`src/rtl/ssd_font_pkg.sv`:
```
// Shared types for the BCD digit renderer: glyph codes, 8x8 font table and
// renderer FSM states.
package ssd_font_pkg;

    typedef logic [3:0] glyph_t;

    localparam glyph_t GLYPH_DASH  = 4'd10;
    localparam glyph_t GLYPH_BLANK = 4'd15;

    // Column-major 8x8 font, bit0 of each byte is the top pixel row.
    // Codes 11..14 are unused and render as blank.
    localparam logic [7:0] FONT [16][8] = '{
        '{8'h00, 8'h3E, 8'h51, 8'h49, 8'h45, 8'h3E, 8'h00, 8'h00},  // 0
        '{8'h00, 8'h00, 8'h42, 8'h7F, 8'h40, 8'h00, 8'h00, 8'h00},  // 1
        '{8'h00, 8'h42, 8'h61, 8'h51, 8'h49, 8'h46, 8'h00, 8'h00},  // 2
        '{8'h00, 8'h21, 8'h41, 8'h45, 8'h4B, 8'h31, 8'h00, 8'h00},  // 3
        '{8'h00, 8'h18, 8'h14, 8'h12, 8'h7F, 8'h10, 8'h00, 8'h00},  // 4
        '{8'h00, 8'h27, 8'h45, 8'h45, 8'h45, 8'h39, 8'h00, 8'h00},  // 5
        '{8'h00, 8'h3C, 8'h4A, 8'h49, 8'h49, 8'h30, 8'h00, 8'h00},  // 6
        '{8'h00, 8'h01, 8'h71, 8'h09, 8'h05, 8'h03, 8'h00, 8'h00},  // 7
        '{8'h00, 8'h36, 8'h49, 8'h49, 8'h49, 8'h36, 8'h00, 8'h00},  // 8
        '{8'h00, 8'h06, 8'h49, 8'h49, 8'h29, 8'h1E, 8'h00, 8'h00},  // 9
        '{8'h00, 8'h18, 8'h18, 8'h18, 8'h18, 8'h18, 8'h18, 8'h00},  // dash
        '{8'h00, 8'h00, 8'h00, 8'h00, 8'h00, 8'h00, 8'h00, 8'h00},
        '{8'h00, 8'h00, 8'h00, 8'h00, 8'h00, 8'h00, 8'h00, 8'h00},
        '{8'h00, 8'h00, 8'h00, 8'h00, 8'h00, 8'h00, 8'h00, 8'h00},
        '{8'h00, 8'h00, 8'h00, 8'h00, 8'h00, 8'h00, 8'h00, 8'h00},
        '{8'h00, 8'h00, 8'h00, 8'h00, 8'h00, 8'h00, 8'h00, 8'h00}   // blank
    };

    typedef enum logic [2:0] {
        ST_IDLE,
        ST_SYNC,
        ST_WAIT_SYNC,
        ST_EMIT,
        ST_WAIT_EMIT,
        ST_DONE
    } state_t;

    // Blanked digits win; any nibble above 9 is shown as a dash.
    function automatic glyph_t nibble_to_glyph(input logic [3:0] nib, input logic blank);
        if (blank)
            return GLYPH_BLANK;
        else if (nib > 4'd9)
            return GLYPH_DASH;
        else
            return nib;
    endfunction

endpackage

```
`src/rtl/digit_font_rom.sv`:
```
// Combinational font lookup: glyph code and column index to column byte.
module digit_font_rom
    import ssd_font_pkg::*;
(
    input  logic [3:0] i_glyph,
    input  logic [2:0] i_col,
    output logic [7:0] o_byte
);

    // Pure table lookup, no state.
    always_comb begin
        o_byte = FONT[i_glyph][i_col];
    end

endmodule

```
`src/rtl/bcd_digit_renderer.sv`:
```
// Renders a latched BCD value as font columns into the SSD1306 driver:
// one cursor sync followed by DIGITS_NUM*FONT_WIDTH data writes per refresh,
// with optional leading-zero blanking and dash marking of invalid nibbles.
module bcd_digit_renderer
    import ssd_font_pkg::*;
#(
    parameter int unsigned DIGITS_NUM    = 6,
    parameter int unsigned FONT_WIDTH    = 8,
    parameter bit          BLANK_LEADING = 1'b1
) (
    input  logic                    clk_in,
    input  logic                    resetn_in,
    input  logic [4*DIGITS_NUM-1:0] digits_in,
    input  logic                    refresh_stb_in,
    output logic                    ready_out,
    output logic [7:0]              oled_data_out,
    output logic                    oled_write_stb_out,
    output logic                    oled_sync_stb_out,
    input  logic                    oled_ready_in
);

    localparam int unsigned      DIG_W      = (DIGITS_NUM > 1) ? $clog2(DIGITS_NUM) : 1;
    localparam logic [DIG_W-1:0] LAST_DIGIT = DIG_W'(DIGITS_NUM - 1);
    localparam logic [2:0]       LAST_COL   = 3'(FONT_WIDTH - 1);

    state_t                  r_state, w_state_nxt;
    logic [4*DIGITS_NUM-1:0] r_digits, w_digits_nxt;
    logic [DIGITS_NUM-1:0]   r_blank, w_blank_nxt;     // bit 0 = most significant digit
    logic [DIG_W-1:0]        r_digit, w_digit_nxt;     // 0 = most significant digit
    logic [2:0]              r_col, w_col_nxt;
    logic                    r_seen_low, w_seen_low_nxt;
    logic [7:0]              r_data, w_data_nxt;
    logic                    r_wr_stb, w_wr_stb_nxt;
    logic                    r_sync_stb, w_sync_stb_nxt;
    logic                    r_ready, w_ready_nxt;

    logic [DIGITS_NUM-1:0]   w_blank_in;
    logic                    w_lead;
    logic [3:0]              w_nibble;
    logic                    w_blank_sel;
    glyph_t                  w_glyph;
    logic [7:0]              w_font_byte;
    logic                    w_strobe_ok;

    // Leading-zero mask of the incoming value, walked from the most significant digit.
    always_comb begin
        w_blank_in = '0;
        w_lead     = BLANK_LEADING;
        for (int unsigned k = 0; k < DIGITS_NUM; k++) begin
            if (digits_in[4*(DIGITS_NUM-1-k) +: 4] != 4'd0)
                w_lead = 1'b0;
            w_blank_in[k] = w_lead && (k != DIGITS_NUM - 1);
        end
    end

    // Select the nibble and blank flag of the digit currently being drawn.
    always_comb begin
        w_nibble    = '0;
        w_blank_sel = 1'b0;
        for (int unsigned k = 0; k < DIGITS_NUM; k++) begin
            if (r_digit == DIG_W'(k)) begin
                w_nibble    = r_digits[4*(DIGITS_NUM-1-k) +: 4];
                w_blank_sel = r_blank[k];
            end
        end
        w_glyph = nibble_to_glyph(w_nibble, w_blank_sel);
    end

    digit_font_rom u_font_rom (
        .i_glyph (w_glyph),
        .i_col   (r_col),
        .o_byte  (w_font_byte)
    );

    // A strobe needs a ready driver and a quiet previous cycle.
    assign w_strobe_ok = oled_ready_in && !r_wr_stb && !r_sync_stb;

    // Next-state and registered-output logic of the render sequencer.
    always_comb begin
        w_state_nxt    = r_state;
        w_digits_nxt   = r_digits;
        w_blank_nxt    = r_blank;
        w_digit_nxt    = r_digit;
        w_col_nxt      = r_col;
        w_seen_low_nxt = r_seen_low;
        w_data_nxt     = r_data;
        w_wr_stb_nxt   = 1'b0;
        w_sync_stb_nxt = 1'b0;

        case (r_state)
            ST_IDLE: begin
                if (refresh_stb_in) begin
                    w_digits_nxt = digits_in;
                    w_blank_nxt  = w_blank_in;
                    w_digit_nxt  = '0;
                    w_col_nxt    = '0;
                    w_state_nxt  = ST_SYNC;
                end
            end
            ST_SYNC: begin
                if (w_strobe_ok) begin
                    w_sync_stb_nxt = 1'b1;
                    w_seen_low_nxt = 1'b0;
                    w_state_nxt    = ST_WAIT_SYNC;
                end
            end
            ST_WAIT_SYNC: begin
                if (!oled_ready_in) begin
                    w_seen_low_nxt = 1'b1;
                end else if (r_seen_low) begin
                    w_digit_nxt = '0;
                    w_col_nxt   = '0;
                    w_state_nxt = ST_EMIT;
                end
            end
            ST_EMIT: begin
                if (w_strobe_ok) begin
                    w_data_nxt     = w_font_byte;
                    w_wr_stb_nxt   = 1'b1;
                    w_seen_low_nxt = 1'b0;
                    w_state_nxt    = ST_WAIT_EMIT;
                end
            end
            ST_WAIT_EMIT: begin
                if (!oled_ready_in) begin
                    w_seen_low_nxt = 1'b1;
                end else if (r_seen_low) begin
                    if (r_col == LAST_COL) begin
                        w_col_nxt = '0;
                        if (r_digit == LAST_DIGIT) begin
                            w_state_nxt = ST_DONE;
                        end else begin
                            w_digit_nxt = r_digit + 1'b1;
                            w_state_nxt = ST_EMIT;
                        end
                    end else begin
                        w_col_nxt   = r_col + 3'd1;
                        w_state_nxt = ST_EMIT;
                    end
                end
            end
            ST_DONE: begin
                w_state_nxt = ST_IDLE;
            end
            default: begin
                w_state_nxt = ST_IDLE;
            end
        endcase

        // ready_out is registered, so it tracks the state being entered.
        w_ready_nxt = (w_state_nxt == ST_IDLE);
    end

    // State, counters, shadow value and registered outputs.
    always_ff @(posedge clk_in or negedge resetn_in) begin
        if (!resetn_in) begin
            r_state    <= ST_IDLE;
            r_digits   <= '0;
            r_blank    <= '0;
            r_digit    <= '0;
            r_col      <= '0;
            r_seen_low <= 1'b0;
            r_data     <= '0;
            r_wr_stb   <= 1'b0;
            r_sync_stb <= 1'b0;
            r_ready    <= 1'b1;
        end else begin
            r_state    <= w_state_nxt;
            r_digits   <= w_digits_nxt;
            r_blank    <= w_blank_nxt;
            r_digit    <= w_digit_nxt;
            r_col      <= w_col_nxt;
            r_seen_low <= w_seen_low_nxt;
            r_data     <= w_data_nxt;
            r_wr_stb   <= w_wr_stb_nxt;
            r_sync_stb <= w_sync_stb_nxt;
            r_ready    <= w_ready_nxt;
        end
    end

    assign ready_out          = r_ready;
    assign oled_data_out      = r_data;
    assign oled_write_stb_out = r_wr_stb;
    assign oled_sync_stb_out  = r_sync_stb;

endmodule

```
`config.mk`:
```
export PLATFORM = sky130hd
export DESIGN_NAME = bcd_digit_renderer
export DESIGN_NICKNAME = d
export VERILOG_FILES = /design/src/rtl/ssd_font_pkg.sv /design/src/rtl/digit_font_rom.sv /design/src/rtl/bcd_digit_renderer.sv
export SDC_FILE = /design/constraint.sdc
export NUM_CORES = 1
export LEC_CHECK = 0
export ABC_AREA = 1
export ABC_CLOCK_PERIOD_IN_PS = 3160
export CAP_MARGIN = 20
export CORE_MARGIN = 2
export CORE_UTILIZATION = 27
export CTS_CLUSTER_SIZE = 16
export DETAILED_ROUTE_END_ITERATION = 12
export GPL_ROUTABILITY_DRIVEN = 0
export PLACE_DENSITY_LB_ADDON = 0.08
export SLEW_MARGIN = 20
export SYNTH_ARGS = -nofsm -noshare
export SYNTH_HDL_FRONTEND = slang
export SYNTH_HIERARCHICAL = 1
export SYNTH_SLANG_ARGS = --single-unit
```
`constraint.sdc`:
```
create_clock -name clk_in -period 3.16 [get_ports clk_in]
set_input_delay 0.632 -clock clk_in [delete_from_list [all_inputs] [get_ports clk_in]]
set_output_delay 0.632 -clock clk_in [all_outputs]
set_load 0.05 [all_outputs]
```
==> results.cfg <==
[routing]
drtIter0Drc = 133
vias = 3075
wire_per_inst_um = 12.5
detail-route-antenna-nets = 0
via_per_inst = 4.62
first_pass_iters = 4
drc = 0
routed_wl_um = 8310

[critical_path]
cp_slowest_cell = dfrtp_1
rr_startpoint = r_digit[0]$_DFFE_PN0P_
slowest_delay_ns = 0.43
r2r_slack_ns = 0.29
crit_top_cell = nand2_1
required_ns = 3.34
r2r_cells = 25
criticalPathCategory = flip-flop to flip-flop
r2r-end = oled_data_out[4]$_DFFE_PN0P_
cp_max_fo = 5
worstPathArrival_ns = 3.05
cp-end-kind = flip-flop
critPathLaunchType = flip-flop

[run]
drv_cap = 0

[cells_and_area]
antennaDiodeCount = 0
syn2layout_area_growth_pct = 24.3
final_common_cell = nand2_1
final_cell_mix = 199 x nand2_1, 49 x dfrtp_1, 39 x inv_1
fin_util_pct = 34.0
layout-drive-gt1-share_pct = 12.4
num-nets-final = 561
nFillCells = 1316

[synthesis]
netlist_area_mm2 = 0.00326
synthAdderAreaFrac_pct = 5.76
synth_compound_area_share_pct = 8.76
syn-num-nets = 514
synthXorXnorAreaFrac_pct = 0
syn_inst = 471
ys_ff_latch = 50
ys.flop_type = dfrtp_1
async_flop_share_pct = 100
synth_edf_count = 0
avgSynthCellArea_um2 = 6.91
seq_area_frac_synth_pct = 38.5
yosysWarnings = 6
synth_cell_types = 39
muxShareOfSynthArea_pct = 0
synth_top_family_by_area = simple AND/OR/NAND/NOR gates
yosys.area_share.simple_pct = 38.7

[global_route]
grtUsageTotal_pct = 13.7
grt_pass1_vias = 3007
grt_overflow = 0
grt_max_degree = 43
grt_pass1_wl_um = 14400
antenna_found_initial = 0

[timing]
slew_headroom_pct = 62.0
clock_skew_ns = 0.00403
slew_viol_final = 0
fin_crit_sh_pct = 90.8
max_freq_mhz = 349
setup_violations = 0
hold_viol = 0
min_period_ns = 2.87
worst_pin_slew_ns = 0.570
whs_ns = 0.250

[floorplanning]
io_pins = 39
die_h_um = 114
die_area_mm2 = 0.0130
dieWidth_um = 114
start_util_pct = 27.3
rows = 40
core_mm2 = 0.0119

[clock_network]
h-tree-depth = 2
cts_buffers = 5
clkTransAtPathRegs_ns = 0.07
ctsHoldBuffers = 0
cts_tree = yes
clock_latency_ns = 0.29
clkSinkCount = 50
clockBufferDepth = 2
cts_root_buffer = clkbuf_16

[power_and_ir_drop]
vdd_drop_max_uv = 417
cellLeakagePower_nw = 2.07
powerDensity_mw_per_mm2 = 1170

[outcome]
status = finished clean

[placement]
port_buffers = 38
dp_hpwl_um = 6390

[min_path]
hp-class = primary input to async pin
[layer usage]
metal	up-vias	GRT usage [%]	part of all wire [%]
met2	77	22.6	45
met5	-	0	0
met4	0	3.98	1.8
met3	16	2.71	4.0
met1	1396	18.3	49
li1	1586	-	-
[cell families (layout without fill, tap and decap cells)]
family          count (synthesis)  after routing
flops                          50             50
compound gates                 47             47
simple gates                  296            297
other cells                     1              1
buf+inv                        62            108
fa+ha+maj                      15             15
[Yosys cell counts, types with 2 or more instances]
cell type	instances	area share, %
nand2_1	200	23
inv_1	43	5.0
o211ai_1	3	0.69
nor2_2	5	0.96
o21ai_1	3	0.46
nand3_1	37	5.7
ha_1	15	5.8
a21oi_1	8	1.2
o21bai_1	3	0.69
buf_4	3	0.69
nor3_1	2	0.31
or2_2	2	0.38
clkbuf_1	4	0.46
nand2_4	2	0.69
nand3b_1	2	0.46
nand2_2	5	0.96
nand4_1	4	0.77
buf_6	3	1.0
inv_2	8	0.92
o21ai_0	21	3.2
nor4_1	2	0.38
nor2_1	31	3.6
dfrtp_1	49	38
[cell type report]
type | count | area, um2 | share of cell area, %
clock buffers | 6 | 139 | 3.43
clock inverters | 1 | 30.0 | 0.742
inverters | 51 | 191 | 4.73
multi-input cells | 360 | 1790 | 44.1
flip-flops and latches | 50 | 1250 | 30.9
well taps | 147 | 184 | 4.54
repair buffers | 50 | 465 | 11.5
[where the power goes]
| part | total [W] | switching, W | internal (W) |
|---|---|---|---|
| clock network | 0.000625 | 0.000234 | 0.000391 |
| logic | 0.00307 | 0.00200 | 0.00107 |
| registers | 0.00106 | 0.000178 | 0.000883 |
[critical path: cells and delay by family (launching register included)]
family	cells	cell delay (ns)
adders and majority gates	2	0.53
DFF	1	0.43
AOI/OAI and AO/OA	1	0.14
and+or+nand+nor	18	1.33
buffers and inverters	4	0.34
[how the worst max path moves through the flow]
stage	start	endpoint	slack [ns]
2_1_floorplan	r_digit[0]$_DFFE_PN0P_	oled_data_out[3]$_DFFE_PN0P_	0.43
3_3_place_gp	r_digit[1]$_DFFE_PN0P_	oled_data_out[4]$_DFFE_PN0P_	0.06
3_5_place_dp	r_digit[0]$_DFFE_PN0P_	oled_data_out[4]$_DFFE_PN0P_	0.09
4_1_cts	r_digit[1]$_DFFE_PN0P_	oled_data_out[4]$_DFFE_PN0P_	0.07
5_1_grt	r_digit[0]$_DFFE_PN0P_	oled_data_out[4]$_DFFE_PN0P_	-0.02
6_report	r_digit[0]$_DFFE_PN0P_	oled_data_out[4]$_DFFE_PN0P_	0.29
[state kept, by name, indices dropped and copies added, names as in the netlist]
| name | flops |
|---|---|
| oled_write_stb_out | 1 |
| r_blank | 5 |
| r_seen_low | 1 |
| oled_data_out | 8 |
| ready_out | 1 |
| r_state | 3 |
| r_col | 3 |
| r_digit | 3 |
| oled_sync_stb_out | 1 |
| r_digits | 24 |
[what timing repair did]
action                                  CTS  global route
gates resized for setup                   0            18
setup buffers                             0             1
endpoints found under the setup margin    0             7
[stage by stage]
stage	TNS, ns	instances	total power, W	setup slack [ns]	area, um2
floorplan	0	471	0.00331	0.430	3260
global placement	0	656	0.00409	0.0631	3820
detailed placement	0	656	0.00404	0.0904	3820
CTS	0	663	0.00469	0.0678	3990
global route	-0.0193	665	0.00522	-0.0167	4050
finish	0	665	0.00475	0.291	4050
Note: power is estimated with default switching activity, not from simulation.
